==> src/rtl/shared_data_reg_sched_pkg.sv <==
// shared_data_pkg: scheduler state encoding and parameter legality check
package shared_data_pkg;
  typedef enum logic [1:0] {S_IDLE, S_GRANT, S_SETTLE} sched_state_e;
  function automatic bit params_ok(int n_req, int w, int settle, int cnt_w);
    return n_req >= 2 && n_req <= 16 && w >= 1 && settle >= 0 && settle <= 15 && cnt_w >= 1;
  endfunction
endpackage

==> src/rtl/shared_data_reg_sched_if.sv <==
// shared_data_reg_sched_if: requester bus and shared register outputs
interface shared_data_reg_sched_if #(
  parameter int N_REQ = 4,
  parameter int W     = 4,
  parameter int CNT_W = 8
);
  logic [N_REQ-1:0]   req;
  logic [N_REQ*W-1:0] wdata;
  logic [N_REQ-1:0]   gnt;
  logic [W-1:0]       my_data;
  logic               data_valid;
  logic               en;
  logic               busy;
  logic [CNT_W-1:0]   wr_count;
  modport master(output req, wdata, input gnt, my_data, data_valid, en, busy, wr_count);
  modport slave(input req, wdata, output gnt, my_data, data_valid, en, busy, wr_count);
endinterface

==> src/rtl/shared_data_reg_sched_rr_pick.sv <==
// rr_pick: rotating-priority picker, first set request at or above the pointer
module rr_pick #(
  parameter int N_REQ = 4,
  parameter int PW    = 2
) (
  input  logic [N_REQ-1:0] i_req,
  input  logic [PW-1:0]    i_ptr,
  output logic [PW-1:0]    o_winner,
  output logic             o_any
);
  logic [PW-1:0] w_idx;
  // scan downward so the lowest offset from the pointer is the last to win
  always_comb begin
    o_winner = '0;
    w_idx = '0;
    for (int i = N_REQ - 1; i >= 0; i--) begin
      w_idx = PW'((int'(i_ptr) + i) % N_REQ);
      if (i_req[w_idx]) o_winner = w_idx;
    end
  end
  assign o_any = |i_req;
endmodule

==> src/rtl/shared_data_reg_sched.sv <==
// shared_data_reg_sched: round-robin write scheduler for a shared data register
module shared_data_reg_sched
  import shared_data_pkg::*;
#(
  parameter int N_REQ  = 4,
  parameter int W      = 4,
  parameter int SETTLE = 1,
  parameter int CNT_W  = 8
) (
  input logic clk,
  input logic rst,
  shared_data_reg_sched_if.slave bus
);
  localparam int PW = $clog2(N_REQ);
  if (!params_ok(N_REQ, W, SETTLE, CNT_W)) begin : g_bad_params
    $error("shared_data_reg_sched: illegal parameters");
  end
  sched_state_e     r_state, w_state_nxt;
  logic [N_REQ-1:0] r_gnt;
  logic [PW-1:0]    r_win, r_ptr, w_win;
  logic             w_any, w_commit;
  logic [W-1:0]     r_data;
  logic             r_valid;
  logic [3:0]       r_cnt;
  logic [CNT_W-1:0] r_wr;
  rr_pick #(.N_REQ(N_REQ), .PW(PW)) u_pick (
    .i_req(bus.req), .i_ptr(r_ptr), .o_winner(w_win), .o_any(w_any)
  );
  always_comb begin
    w_state_nxt = r_state;
    w_commit = 1'b0;
    case (r_state)
      S_IDLE:   w_state_nxt = w_any ? S_GRANT : S_IDLE;
      S_GRANT: begin
        w_commit = bus.req[r_win];
        w_state_nxt = (w_commit && SETTLE != 0) ? S_SETTLE : S_IDLE;
      end
      S_SETTLE: w_state_nxt = (r_cnt <= 4'd1) ? S_IDLE : S_SETTLE;
      default:  w_state_nxt = S_IDLE;
    endcase
  end
  always_ff @(posedge clk) begin
    if (rst) r_state <= S_IDLE;
    else r_state <= w_state_nxt;
  end
  always_ff @(posedge clk) begin
    if (rst) begin
      r_gnt <= '0;
      r_win <= '0;
      r_ptr <= '0;
      r_data <= '0;
      r_valid <= 1'b0;
      r_cnt <= '0;
      r_wr <= '0;
    end else begin
      r_gnt <= (r_state == S_IDLE && w_any) ? N_REQ'(1) << w_win : '0;
      if (r_state == S_IDLE) r_win <= w_win;
      r_cnt <= w_commit ? 4'(SETTLE) : (r_cnt != 4'd0 ? r_cnt - 4'd1 : r_cnt);
      if (w_commit) begin
        r_data <= bus.wdata[int'(r_win)*W +: W];
        r_valid <= 1'b1;
        r_wr <= &r_wr ? r_wr : r_wr + CNT_W'(1);
        r_ptr <= PW'((int'(r_win) + 1) % N_REQ);
      end
    end
  end
  assign bus.gnt = r_gnt;
  assign bus.my_data = r_data;
  assign bus.data_valid = r_valid;
  assign bus.en = r_valid & r_data[0];
  assign bus.busy = r_state != S_IDLE;
  assign bus.wr_count = r_wr;
endmodule
==> src/flat_wrapper.sv <==
// flat-port wrapper written by rule: the top's interface ports become plain ports
module shared_data_reg_sched_flat import shared_data_pkg::*;
#(
  parameter int N_REQ  = 4,
  parameter int W      = 4,
  parameter int SETTLE = 1,
  parameter int CNT_W  = 8
)
  (clk, rst, bus_req, bus_wdata, bus_gnt, bus_my_data, bus_data_valid, bus_en, bus_busy, bus_wr_count);
  shared_data_reg_sched_if #(.N_REQ(N_REQ), .W(W), .CNT_W(CNT_W)) bus_i ();
  input logic clk;
  input logic rst;
  input wire logic [$bits(bus_i.req)-1:0] bus_req;
  input wire logic [$bits(bus_i.wdata)-1:0] bus_wdata;
  output wire logic [$bits(bus_i.gnt)-1:0] bus_gnt;
  output wire logic [$bits(bus_i.my_data)-1:0] bus_my_data;
  output wire logic [$bits(bus_i.data_valid)-1:0] bus_data_valid;
  output wire logic [$bits(bus_i.en)-1:0] bus_en;
  output wire logic [$bits(bus_i.busy)-1:0] bus_busy;
  output wire logic [$bits(bus_i.wr_count)-1:0] bus_wr_count;
  assign bus_i.req = bus_req;
  assign bus_i.wdata = bus_wdata;
  assign bus_gnt = bus_i.gnt;
  assign bus_my_data = bus_i.my_data;
  assign bus_data_valid = bus_i.data_valid;
  assign bus_en = bus_i.en;
  assign bus_busy = bus_i.busy;
  assign bus_wr_count = bus_i.wr_count;
  shared_data_reg_sched #(.N_REQ(N_REQ), .W(W), .SETTLE(SETTLE), .CNT_W(CNT_W)) u_core (.clk(clk), .rst(rst), .bus(bus_i));
endmodule
==> config.mk <==
export PLATFORM = sky130hd
export DESIGN_NAME = shared_data_reg_sched_flat
export DESIGN_NICKNAME = d
export VERILOG_FILES = /design/src/rtl/shared_data_reg_sched_pkg.sv /design/src/rtl/shared_data_reg_sched_if.sv /design/src/rtl/shared_data_reg_sched_rr_pick.sv /design/src/rtl/shared_data_reg_sched.sv /design/src/flat_wrapper.sv
export SDC_FILE = /design/constraint.sdc
export NUM_CORES = 1
export LEC_CHECK = 0
export CAP_MARGIN = 0
export CORE_MARGIN = 2
export CORE_UTILIZATION = 55
export DETAILED_ROUTE_END_ITERATION = 6
export DONT_BUFFER_PORTS = 1
export PLACE_DENSITY = 0.8
export SLEW_MARGIN = 40
export SYNTH_ARGS = -nofsm -noshare
export SYNTH_HDL_FRONTEND = slang
export SYNTH_SLANG_ARGS = --single-unit
==> constraint.sdc <==
create_clock -name clk -period 1.95 [get_ports clk]
set_input_delay 0.2925 -clock clk [delete_from_list [all_inputs] [get_ports clk]]
set_output_delay 0.2925 -clock clk [all_outputs]
set_load 0.03 [all_outputs]
# After elaboration in Yosys (flattened, before gate mapping)

Cells that the tools add are included.

Shifts and indexed selects: 2
$lt $le $gt $ge: 6
Multiplexer cells: 21
Reduce and logical (&&, ||, !) cells: 10
Equal/unequal tests: 2
Bitwise gates (word level): 3
Add/subtract/negate cells: 6

Operators by type and width:

| kind                                                           | number |
|---|---|
| indexed part select 16 x 5 -> 4 bit                            | 1 |
| < comparator 2 x 3 -> 1 bit, second input constant             | 5 |
| two-way mux 2 bit                                              | 6 |
| binary-select mux 1 bit (select 2 bit)                         | 5 |
| two-way mux 1 bit                                              | 9 |
| adder 8 x 1 -> 8 bit, second input constant                    | 1 |
| AND reduction 8 bit                                            | 1 |
| one-hot mux 2 bit (3 select lines)                             | 1 |
| adder 2 x 1 -> 2 bit, second input constant                    | 2 |
| adder 2 bit, second input constant                             | 2 |
| less-or-equal comparator 4 x 1 -> 1 bit, second input constant | 1 |
| nonzero test 2 bit                                             | 2 |
| nonzero test 4 bit                                             | 1 |
| OR reduction 2 bit                                             | 2 |
| OR reduction 4 bit                                             | 1 |
| << shifter 1 x 2 -> 4 bit, first input constant                | 1 |
| subtractor 4 x 1 -> 4 bit, second input constant               | 1 |
| == test 2 x 1 -> 1 bit, second input constant                  | 1 |
| == test 2 bit, second input constant                           | 1 |
| zero test 2 bit                                                | 1 |
| inverter 1 bit                                                 | 2 |
| AND reduction 2 bit                                            | 1 |
| bitwise AND 1 bit                                              | 1 |
| logical AND 1 bit                                              | 1 |

Bits of input ports: 22
Flip-flop bits (word level): 27

# Depth between registers and ports, before layout

Word-level depth: 8
Gate-level depth with buffers: 6
Mapped depth without buffers: 5

# Cells and area by module

Synthesis repeated with hierarchy kept, for this count alone.

Cell total of the unflattened synthesis: 145
Area, all modules: 1381.3 um2

By module, submodules not included:

| module                | area an instance (um2) | sequential area each (um2) | cells each | instances |
|---|---|---|---|---|
| shared_data_reg_sched | 1303.8                 | 540.5                      | 132        | 1 |
| rr_pick               | 77.6                   | 0.0                        | 13         | 1 |

# Worst setup path before layout

No wires, ideal clock.

Path type: register to register
Start: register u_core.r_win[1]
End: register u_core.r_wr[5] (netlist: u_core.bus.wr_count[5])
Arrival: 1.627 ns
Required time: 1.880 ns
Stages on the path, launching flop included: 6
Period minus slack after synthesis: 1.697 ns
Setup time: 0.070 ns
Setup slack: 0.253 ns
Cell sequence: dfxtp_1 -> buf_6 -> or3b_4 -> o22a_4 -> or4_1 -> a21oi_1

Longest elaborated chain between the ends: 4

Ends and longest elaborated chain:

| element                                 | line                        | text |
|---|---|---|
| start: declaration                      | shared_data_reg_sched.sv:20 | `logic [PW-1:0] r_win, r_ptr, w_win;` |
| start signal: assignment                | shared_data_reg_sched.sv:57 | `if (r_state == S_IDLE) r_win <= w_win;` |
| binary-select mux 1 bit (select 2 bit)  | shared_data_reg_sched.sv:35 | `w_commit = bus.req[r_win];` |
| two-way mux 1 bit (implied by the code) | shared_data_reg_sched.sv:35 |  |
| two-way mux 1 bit                       | shared_data_reg_sched.sv:32 | `case (r_state)` |
| AND reduction 2 bit (no source line)    | -                           |  |
| end signal: assignment                  | shared_data_reg_sched.sv:62 | `r_wr <= &r_wr ? r_wr : r_wr + CNT_W'(1);` |
| end: declaration                        | shared_data_reg_sched.sv:25 | `logic [CNT_W-1:0] r_wr;` |

Every way passes these cells. The select of a mux whose other input is x is not followed.
A chain may end at the register's enable or synchronous reset.

# Final worst setup path

Start: register u_core.r_state[0]
End: register u_core.r_wr[4] (netlist: u_core.bus.wr_count[4])

Longest elaborated chain between the ends: 3

Ends and longest elaborated chain:

| element                              | line                        | text |
|---|---|---|
| start: declaration                   | shared_data_reg_sched.sv:18 | `sched_state_e r_state, w_state_nxt;` |
| start signal: assignment             | shared_data_reg_sched.sv:44 | `else r_state <= w_state_nxt;` |
| == test 2 x 1 -> 1 bit               | shared_data_reg_sched.sv:32 |  |
| two-way mux 1 bit                    | shared_data_reg_sched.sv:32 |  |
| AND reduction 2 bit (no source line) | -                           |  |

Every way passes these cells.

==> run summary <==
## Worst setup path
* startpoint of the most critical setup path: u_core.r_state[0]
* critical path fanouts, max: 17
* Worst path top cell family by delay: simple AND/OR/NAND/NOR gates
* startpoint kind of the worst setup timing path: flop
* Crit Path Category: reg2reg
* capturing element type of the critical path: flop
* critical path depth in cells: 4
* Data arrival, critical path: 2080 ps
* Slowest Stage Delay on Critical Path: 510 ps
* reg-to-reg critical path startpoint: u_core.r_state[0]
* timing endpoint of the critical path: u_core.bus.wr_count[4]
* Register-to-Register Setup Slack: 160 ps
* critical-path cell list: or3b_4 > o22a_4 > or4_1 > a21oi_1
* Critical Path Slowest Stage Cell: sky130_fd_sc_hd__or4_1
* Required @ worst endpoint: 2240 ps
* depth of the worst register-to-register path: 4
* critical path buffer and inverter count: 0
* critical register-to-register path endpoint: u_core.bus.wr_count[4]

## Synth
* largest cells by area after synthesis: sky130_fd_sc_hd__dfxtp_1 40%, sky130_fd_sc_hd__mux4_2 6.7%, sky130_fd_sc_hd__a21oi_1 5.2%
* sequential share of the synthesized area: 40.2%
* net count of the mapped netlist: 174
* async set or reset register ratio after synthesis: 0%
* count of state elements after synthesis: 27
* proportion of netlist area held by the largest area contributor: 40.2%
* cells after synthesis: 148
* cell taking the most area after synthesis: sky130_fd_sc_hd__dfxtp_1
* average cell area after synthesis: 9.09 um^2
* predominant post-synthesis flop cell: sky130_fd_sc_hd__dfxtp_1
* Post-synth EDFFs: 0
* dominant cell by count in the synthesized netlist: sky130_fd_sc_hd__dfxtp_1
* yosys warns: 0
* top cells by instance count after synthesis: 27 x sky130_fd_sc_hd__dfxtp_1, 15 x sky130_fd_sc_hd__nand2_1, 14 x sky130_fd_sc_hd__a21oi_1
* Synth cell types: 40
* cell area after synthesis: 1350 um^2

## Clock network
* H-tree levels: 1
* clock edge transition at the registers on the reported setup and hold paths: 160 ps
* post-CTS resize count: 0
* latest clock arrival within the worst-skew pair: 350 ps
* number of buffers on the longest clock path: 2
* clock tree from TritonCTS: yes
* clock root buffer: sky130_fd_sc_hd__clkbuf_4
* clock sink count: 27
* clock buffers created by TritonCTS: 3

## Route
* length of the first detailed-routing pass in iterations: 4
* DRT antenna net count: 0
* DRC viols: 0
* drt via density: 6.33
* DR vias: 1152
* average wire per cell in the routed design: 16.5 um
* final routed wirelength across all metal layers: 3.01 mm
* starting DRC count in detailed routing: 29

## Job
* MaxCap Viol Count: 0

## GRT
* initial antenna violation count: 0
* Global Route Usage Sum: 23.0%
* total grt overflow: 0
* vias in the first global route: 1088
* largest net degree at the start of global routing: 18
* first-pass GRT wire length: 4.76 mm

## Finish
* layout cells sized above 1: 13.0%
* total of fill cells in the finished design: 190
* total inserted antenna cells: 0
* Area growth, synth to finish: 7.54%
* post-route core utilization: 64.2%
* final instance area: 1450 um^2
* count of nets after finishing: 181

## Timing
* normalized max-slew margin: 67.5%
* Total Neg Setup Slack: 0 ps
* shortest period the worst path allows: 1790 ps
* unrepaired setup endpoints after global routing: no
* Final setup viols: 0
* worst hold margin: 20.9 ps
* Fmax achieved: 558 MHz
* post-route fraction of the period consumed by the critical path: 91.8%
* slew at the pin with the worst max-slew slack: 483 ps
* skew final: 18.8 ps
* final max-slew violation count: 0
* final hold viol count: 0

## Die
* Placeable Area: 2250 um^2
* starting density of the core: 59.7%
* Cell Rows: 17
* vertical die dimension: 53.5 um
* Top Ports: 41
* die outline area: 2860 um^2
* Die Wd: 53.5 um

## Place
* placer congestion estimate: 0.849
* post-detailed-placement half-perimeter wirelength: 2.21 mm
* quantity of I/O buffers inserted on ports: 0
* placement-stage cell area: 1400 um^2

## Pwr
* post-layout power: 1.46 mW
* maximum vdd ir drop: 0.000577 V
* reported leakage power: 0.521 nW
* power density normalized to cell area: 1010 nW/um^2

## Hold path
* Hold Path Class: in2reg

## Status
* result of the run: finished clean

[sequential cells by signal, summed over array words and instances, names as in the netlist]
name and cells:
u_core.r_win 2, u_core.bus.data_valid 1, u_core.bus.wr_count 8, u_core.r_state 2, u_core.r_ptr 2, u_core.bus.my_data 4
u_core.r_cnt 4, u_core.bus.gnt 4
[through the flow]
stage                     instances  worst slack (ps)
after floorplan                 148               253
after global placement          176               252
after detailed placement        176               193
after CTS                       181               170
after global routing            182              77.0
final                           182               159
[cell usage in the layout (no fill, tap or decap), types with 5 or more instances in the layout]
cell and count:
sky130_fd_sc_hd__buf_4 7, sky130_fd_sc_hd__nor3_1 6, sky130_fd_sc_hd__nor2_1 11, sky130_fd_sc_hd__o21ai_0 5, sky130_fd_sc_hd__nand3_1 5, sky130_fd_sc_hd__dfxtp_1 27, sky130_fd_sc_hd__a21oi_1 14, sky130_fd_sc_hd__nand2_1 15
sky130_fd_sc_hd__inv_1 6
[kinds of logic after synthesis]
logic type	share of synthesized area, %
xor+xnor	1.95
compound gates	17.5
mux	10.5
buf+inv	4.37
simple gates	21.8
fa+ha+maj	3.72
flops	40.2
[metal layers]
metal	up-vias	share of wire (%)	track usage [%]
met2	33	50	40.3
li1	554	-	-
met4	0	2.0	10.7
met3	8	6.5	5.08
met5	-	0	0
met1	557	41	26.0
[worst min path at each step]
| stage | startpoint | end | slack [ps] | cells past startpoint |
|---|---|---|---|---|
| 2_1_floorplan | u_core.r_state[0] | u_core.r_state[1] | 450 | 1 |
| 3_3_place_gp | rst | u_core.bus.wr_count[4] | 360 | 1 |
| 3_5_place_dp | rst | u_core.bus.my_data[0] | 370 | 1 |
| 4_1_cts | rst | u_core.bus.wr_count[6] | 2 | 1 |
| 5_1_grt | rst | u_core.r_cnt[2] | 4 | 1 |
| 6_report | rst | u_core.r_cnt[2] | 20 | 1 |
[power by group]
part	total (mW)	switching (mW)	internal, mW
clock	0.259	0.181	0.0788
sequential	0.731	0.100	0.631
combinational	0.467	0.259	0.208
[what timing repair did]
action / in CTS / in global routing
endpoints found under the hold margin: 11 / 4
endpoints found under the setup margin: 0 / 0
setup buffers: 0 / 0
hold buffers: 1 / 1
[layout make-up]
class                   count  area, um^2  area share [%]
clock buffers               3        22.5            1.56
inverters                   6        22.5            1.56
well taps                  28        35.0            2.42
repair buffers              9        72.6            5.02
clock inverters             1        7.51           0.519
flip-flops and latches     27         541            37.4
multi-input cells         108         746            51.6
(Power assumes the default switching activity.)
